--- config.mk ---
export PLATFORM = sky130hd
export DESIGN_NAME = muldiv_seq
export DESIGN_NICKNAME = d
export VERILOG_FILES = /design/src/rtl/muldiv_defs.sv /design/src/rtl/muldiv_step.sv /design/src/rtl/muldiv_seq.sv
export SDC_FILE = /design/constraint.sdc
export NUM_CORES = 2
export LEC_CHECK = 0
export ABC_CLOCK_PERIOD_IN_PS = 5750
export BUFFER_PORTS_ARGS = -buffer_cell sky130_fd_sc_hd__buf_2
export CAP_MARGIN = 20
export CORE_ASPECT_RATIO = 0.9
export CORE_MARGIN = 2
export CORE_UTILIZATION = 57
export CTS_CLUSTER_SIZE = 14
export DETAILED_ROUTE_END_ITERATION = 10
export GPL_TIMING_DRIVEN = 1
export PLACE_DENSITY = 0.88
export SYNTH_ARGS = -nofsm -noshare
export SYNTH_HDL_FRONTEND = slang
export SYNTH_SLANG_ARGS = --single-unit
--- constraint.sdc ---
create_clock -name clk -period 5.75 [get_ports clk]
set_input_delay 1.15 -clock clk [delete_from_list [all_inputs] [get_ports clk]]
set_output_delay 1.15 -clock clk [all_outputs]
set_load 0.01 [all_outputs]
--- src/rtl/muldiv_defs.sv ---
// rtl/muldiv_defs.sv - shared func codes, FSM states and constants for muldiv_seq
package muldiv_defs;

  localparam int XLEN = 64;

  localparam logic [2:0] FUNC_MUL    = 3'b000;
  localparam logic [2:0] FUNC_MULH   = 3'b001;
  localparam logic [2:0] FUNC_MULHSU = 3'b010;
  localparam logic [2:0] FUNC_MULHU  = 3'b011;
  localparam logic [2:0] FUNC_DIV    = 3'b100;
  localparam logic [2:0] FUNC_DIVU   = 3'b101;
  localparam logic [2:0] FUNC_REM    = 3'b110;
  localparam logic [2:0] FUNC_REMU   = 3'b111;

  typedef enum logic [2:0] {
    ST_IDLE = 3'd0,
    ST_PREP = 3'd1,
    ST_CALC = 3'd2,
    ST_FIX  = 3'd3,
    ST_DONE = 3'd4
  } state_t;

  localparam logic [XLEN-1:0] INT_MIN = {1'b1, {(XLEN-1){1'b0}}};

endpackage

--- src/rtl/muldiv_step.sv ---
// rtl/muldiv_step.sv - one combinational radix-2 shift-add / restoring-divide iteration
module muldiv_step #(
  parameter int WIDTH = 64
) (
  input  logic             i_div,
  input  logic [WIDTH-1:0] i_acc,
  input  logic [WIDTH-1:0] i_opnd,
  input  logic             i_bit,
  output logic [WIDTH:0]   o_next,
  output logic             o_qbit
);

  logic [WIDTH:0]   w_sum;
  logic [WIDTH:0]   w_shift;
  logic [WIDTH+1:0] w_diff;

  always_comb begin
    w_sum   = {1'b0, i_acc} + {1'b0, i_opnd & {WIDTH{i_bit}}};
    w_shift = {i_acc, i_bit};
    // Extra top bit of the trial subtraction is the borrow: set means divisor did not fit.
    w_diff  = {1'b0, w_shift} - {2'b00, i_opnd};
    o_qbit  = i_div & ~w_diff[WIDTH+1];
    if (!i_div) begin
      o_next = w_sum;
    end else if (o_qbit) begin
      o_next = w_diff[WIDTH:0];
    end else begin
      o_next = w_shift;
    end
  end

endmodule

--- src/rtl/muldiv_seq.sv ---
// rtl/muldiv_seq.sv - iterative RV64M multiply/divide/remainder sequencer
module muldiv_seq
  import muldiv_defs::*;
#(
  parameter int WIDTH = XLEN,
  parameter int CNT_W = 6
) (
  input  logic             clk,
  input  logic             rst_n,
  input  logic             start,
  input  logic             kill,
  input  logic [2:0]       func,
  input  logic [WIDTH-1:0] a,
  input  logic [WIDTH-1:0] b,
  output logic             busy,
  output logic             done,
  output logic [WIDTH-1:0] result
);

  state_t               r_state;
  state_t               w_state_nxt;
  logic [2:0]           r_func;
  logic [WIDTH-1:0]     r_a;
  logic [WIDTH-1:0]     r_b;
  logic [2*WIDTH-1:0]   r_acc;
  logic [WIDTH-1:0]     r_opnd;
  logic                 r_neg;
  logic [CNT_W-1:0]     r_cnt;
  logic [WIDTH-1:0]     r_result;

  logic                 w_is_div;
  logic                 w_a_signed;
  logic                 w_b_signed;
  logic                 w_sa;
  logic                 w_sb;
  logic                 w_neg;
  logic [WIDTH-1:0]     w_mag_a;
  logic [WIDTH-1:0]     w_mag_b;
  logic                 w_b_zero;
  logic                 w_ovf;
  logic                 w_special;
  logic [WIDTH-1:0]     w_special_res;
  logic [WIDTH:0]       w_next;
  logic                 w_qbit;
  logic [2*WIDTH-1:0]   w_prod;
  logic [WIDTH-1:0]     w_divsel;
  logic [WIDTH-1:0]     w_fix_res;

  always_comb begin
    w_is_div   = r_func[2];
    w_a_signed = w_is_div ? ~r_func[0] : (r_func[1:0] == 2'b01 || r_func[1:0] == 2'b10);
    w_b_signed = w_is_div ? ~r_func[0] : (r_func[1:0] == 2'b01);
    w_sa       = w_a_signed & r_a[WIDTH-1];
    w_sb       = w_b_signed & r_b[WIDTH-1];
    w_mag_a    = w_sa ? -r_a : r_a;
    w_mag_b    = w_sb ? -r_b : r_b;
    // Remainder follows the dividend; quotient and product follow the sign product.
    w_neg      = (w_is_div && r_func[1]) ? w_sa : (w_sa ^ w_sb);

    w_b_zero   = (r_b == '0);
    w_ovf      = (r_func == FUNC_DIV || r_func == FUNC_REM) &&
                 (r_a == INT_MIN) && (r_b == '1);
    w_special  = w_is_div & (w_b_zero | w_ovf);
    if (w_b_zero) begin
      w_special_res = r_func[1] ? r_a : '1;
    end else begin
      w_special_res = r_func[1] ? '0 : r_a;
    end

    w_prod     = r_neg ? -r_acc : r_acc;
    w_divsel   = r_func[1] ? r_acc[2*WIDTH-1:WIDTH] : r_acc[WIDTH-1:0];
    if (w_is_div) begin
      w_fix_res = r_neg ? -w_divsel : w_divsel;
    end else if (r_func[1:0] == 2'b00) begin
      w_fix_res = w_prod[WIDTH-1:0];
    end else begin
      w_fix_res = w_prod[2*WIDTH-1:WIDTH];
    end
  end

  // Multiply consumes multiplier LSBs from the low half; divide feeds dividend MSBs.
  muldiv_step #(.WIDTH(WIDTH)) u_step (
    .i_div  (w_is_div),
    .i_acc  (r_acc[2*WIDTH-1:WIDTH]),
    .i_opnd (r_opnd),
    .i_bit  (w_is_div ? r_acc[WIDTH-1] : r_acc[0]),
    .o_next (w_next),
    .o_qbit (w_qbit)
  );

  always_comb begin
    w_state_nxt = r_state;
    case (r_state)
      ST_IDLE: if (start && !kill) w_state_nxt = ST_PREP;
      ST_PREP: begin
        if (kill)           w_state_nxt = ST_IDLE;
        else if (w_special) w_state_nxt = ST_DONE;
        else                w_state_nxt = ST_CALC;
      end
      ST_CALC: begin
        if (kill)               w_state_nxt = ST_IDLE;
        else if (r_cnt == '0)   w_state_nxt = ST_FIX;
      end
      ST_FIX:  w_state_nxt = kill ? ST_IDLE : ST_DONE;
      ST_DONE: w_state_nxt = ST_IDLE;
      default: w_state_nxt = ST_IDLE;
    endcase
  end

  always_ff @(posedge clk or negedge rst_n) begin
    if (!rst_n) begin
      r_state <= ST_IDLE;
    end else begin
      r_state <= w_state_nxt;
    end
  end

  always_ff @(posedge clk or negedge rst_n) begin
    if (!rst_n) begin
      r_func   <= '0;
      r_a      <= '0;
      r_b      <= '0;
      r_acc    <= '0;
      r_opnd   <= '0;
      r_neg    <= 1'b0;
      r_cnt    <= '0;
      r_result <= '0;
    end else begin
      case (r_state)
        ST_IDLE: begin
          if (start && !kill) begin
            r_func <= func;
            r_a    <= a;
            r_b    <= b;
          end
        end
        ST_PREP: begin
          if (!kill) begin
            r_acc  <= {{WIDTH{1'b0}}, w_mag_a};
            r_opnd <= w_mag_b;
            r_neg  <= w_neg;
            r_cnt  <= CNT_W'(WIDTH - 1);
            if (w_special) r_result <= w_special_res;
          end
        end
        ST_CALC: begin
          if (!kill) begin
            r_acc <= w_is_div ? {w_next[WIDTH-1:0], r_acc[WIDTH-2:0], w_qbit}
                              : {w_next, r_acc[WIDTH-1:1]};
            r_cnt <= r_cnt - 1'b1;
          end
        end
        ST_FIX: begin
          if (!kill) r_result <= w_fix_res;
        end
        default: ;
      endcase
    end
  end

  assign busy   = (r_state != ST_IDLE);
  assign done   = (r_state == ST_DONE);
  assign result = r_result;

endmodule

==> out/metrics.csv <==
stage,metric,value,unit
clocking,buffer_count_from_post_cts_setup_fixing,0,
sta,rsz0062_at_grt,false,
critical_path,worst_path_max_delay_cell,dfrtp_4,
placement,portBuffers,200,
synth,mux_contribution_to_synthesized_area,8.07,%
route,first_pass_iters,7,
synth,synth-edff-count,0,
flow_run,drv_cap,0,
floorplanning,io_pins,201,
critical_path,critical_path.startpoint_type,register,
route,vias_per_cell,6.73,
clocking,cts_hold_buffers,0,
synth,yosys.cell_count.top_type,nand2_1,
sta,finalSetupViolCount,0,
synth,ys_ff_latch,397,
placement,place_hpwl,89800,um
grt,track_usage,37.9,%
synth,share_of_the_yosys_chip_area_belonging_to_registers,28.1,%
layout,num-fill-cells,5306,
route,detailedRoute.firstIterationViolations,4472,
route,remaining_drc_errors,0,
grt,grt_start_max_net_pins,149,
synth,synth_top_area_share,28.1,%
synth,postSynthCellCount,4573,
sta,final.setup.worst_slack,0.779,ns
sta,timing.final.crit_period,4.97,ns
critical_path,critical_path_max_stage_delay,0.82,ns
route,route.final.wire_length,124000,um
sta,tightest_slew,1.07,ns
power_and_ir_drop,vdd_drop_max,0.427,mV
critical_path,worstPathRequired,6.23,ns
floorplanning,fp.dieArea,64000,sq um
floorplanning,die_width,266,um
synth,synth_ff_type,dfrtp_1,
clocking,clock_insertion_delay_worst_skew,0.61,ns
critical_path,critPathCaptureType,register,
route,dr_vias,36000,
clocking,ctsLongestPathBuffers,3,
synth,synth.largest_area_cell,dfrtp_1,
power_and_ir_drop,p_per_area,621,nW/um^2
placement,preCtsSetupSlack,0.919,ns
clocking,clock_pin_slew_of_the_registers_on_the_worst_case_setup_and_hold_paths,0.06,ns
synth,synthSimpleGateAreaFrac,19.2,%
critical_path,worst_path_dominant_cell_family,simple AND/OR/NAND/NOR gates,
sta,slew_violations,0,
grt,antenna_violations_before_repair,2,
grt,grt.overflow.total,0,
clocking,cts_htree_levels,2,
synth,fraction_of_registers_with_async_set_or_reset_after_synthesis,100,%
floorplanning,floorplan.initialDensity,57.7,%
critical_path,worst_ep_arrival_time,5.45,ns
hold_path,worstHoldPathType,register to register,
sta,setup-tns-final,0,ns
clocking,cts_buffers,45,
clocking,ctsResizeCount,0,
synth,synthesis.yosys.warnings,0,
critical_path,crit_fanout,46,
synth,top_cell_types_by_occurrence_after_synthesis,"nand2_1 (589), o21ai_0 (531), dfrtp_1 (397)",
layout,finalCoreUtilization,62.2,%
sta,fin_skew,0.0278,ns
sta,timing_hold_violations_final,0,
outcome,run_status,completed,
clocking,cts_tree,built,
synth,ys_types,84,
layout,post_route_cells_drive_above_1_share,11.7,%
power_and_ir_drop,power.static_leakage,16.1,nW
synth,syn_area_per_cell,7.72,sq um
floorplanning,coreArea,61200,sq um
grt,grt_pass1_wl,191000,um
clocking,clock_sink_count,397,
route,detail_route_antenna_nets,0,
floorplanning,fp.dieH,240,um
route,drt-wirelength-per-cell,23.1,um
sta,fmax,201,MHz
floorplanning,row_count,86,
layout,nets,4797,
synth,synth-adder-area-share,5.00,%
critical_path,path_class,register to register,
synth,post_synth_main_area_contributors,"dfrtp_1 (28%), o21ai_0 (7.5%), nand2_1 (6.3%)",
layout,area_growth_syn_to_layout,7.93,%
placement,place.gp.congestion,1.05,
critical_path,path_cells,mux2i_1 -> ha_1 -> o221ai_1 -> nor4_1 -> nor4b_2 -> nand4_1 -> or2_2 -> or3b_2 -> o21ai_0 -> xnor2_1 -> nand2_1 -> a221o_1,
sta,final_cycle_utilization_of_the_critical_path,86.4,%
synth,post_synth_xor_area_fraction,10.2,%
synth,synth.cell_area,35300,sq um
grt,grt_pass1_vias,33900,
sta,timing.max_slew.rel_slack,28.4,%
power_and_ir_drop,report.power.total,23.7,mW
synth,share_of_the_synthesized_area_in_compound_gates_ao_oa_aoi_oai,23.8,%
synth,largest_family_of_logic_cells_by_synthesized_area,compound AO/OA/AOI/OAI gates,
clocking,clock-root-buffer,clkbuf_16,
critical_path,worst-path-buf-inv,0,
synth,postSynthNetCount,4848,
## metal layers
layer / wire (um) / part of all wire [%] / GRT usage, %
met5: 0 / 0 / 0
met4: 8310 / 6.7 / 23.6
met3: 12000 / 9.8 / 7.18
met2: 54100 / 44 / 57.6
met1: 49100 / 40 / 49.8
## power by group
group / internal [mW] / total [mW] / switching, mW / leakage, nW
combinational: 5.78 / 14.9 / 9.09 / 10.4
clock: 1.78 / 3.08 / 1.30 / 0.727
sequential: 3.76 / 5.73 / 1.97 / 4.96
## state kept, by name, summed over array words and instances (netlist names)
| name | cells |
|---|---|
| r_func | 3 |
| r_opnd | 64 |
| r_b | 64 |
| r_a | 64 |
| r_state | 3 |
| r_neg | 1 |
| r_cnt | 6 |
| r_acc | 128 |
| result | 64 |
## cells by family after synthesis
logic type	after synthesis
fa+ha+maj	140
mux	269
flops	397
simple gates	1458
compound gates	1386
buf+inv	510
xor+xnor	413
## stage by stage
step | instance area, sq um | hold WS [ns] | cells
6_report | 38100 | 0.472 | 5345
5_1_grt | 38100 | 0.498 | 5343
4_1_cts | 38100 | 0.474 | 5342
3_5_place_dp | 36600 | 0.461 | 5266
3_3_place_gp | 36600 | 0.459 | 5266
2_1_floorplan | 35300 | 0.450 | 4573
## area by class of cell
| type | count | area, sq um | area share [%] |
|---|---|---|---|
| clock buffers | 52 | 1200 | 3.15 |
| well taps | 792 | 991 | 2.60 |
| diodes | 2 | 5.00 | 0.0131 |
| multi-input cells | 3666 | 23500 | 61.6 |
| repair buffers | 277 | 1660 | 4.36 |
| clock inverters | 24 | 317 | 0.831 |
| inverters | 135 | 507 | 1.33 |
| flip-flops and latches | 397 | 9950 | 26.1 |
## worst paths after layout
check / start / end / slack (ns) / cells after the start
worst max-delay path: r_func[1] / result[56] / 0.78 / 12
worst min-delay path: result[4] / result[4] / 0.47 / 2
max in group asynchronous: rst_n / r_func[2] / 3.92 / 2
worst max register to register: r_func[1] / result[56] / 0.78 / 12
worst min register to register: result[4] / result[4] / 0.47 / 2
min in group asynchronous: rst_n / r_a[46] / 0.53 / 1
## layout by cell type, fill, tap and decap left out, types with 34 or more instances in the layout
cell       instances
or3_1             40
nor3_1           110
clkbuf_16         45
o31ai_1           80
a31oi_1           39
buf_4             70
ha_1             137
nand2b_1          40
a211oi_1          42
o211ai_1          45
xnor2_1          233
dfrtp_1          394
o21ai_0          531
mux2_2           126
nand2_1          588
nand4_1           65
nor4_1            43
nand3_1           56
or4_1             34
buf_2            200
xor2_1           180
mux2i_1          142
a21o_1            65
a21oi_1          337
nor2_1           339
inv_1            134
## tightest hold or removal path, stage by stage, from the launching register on
cell,delay (ns)
dfrtp_1,0.33
nand2_1,0.05
o31ai_1,0.06
No activity file was read; power rests on OpenSTA's default activity.
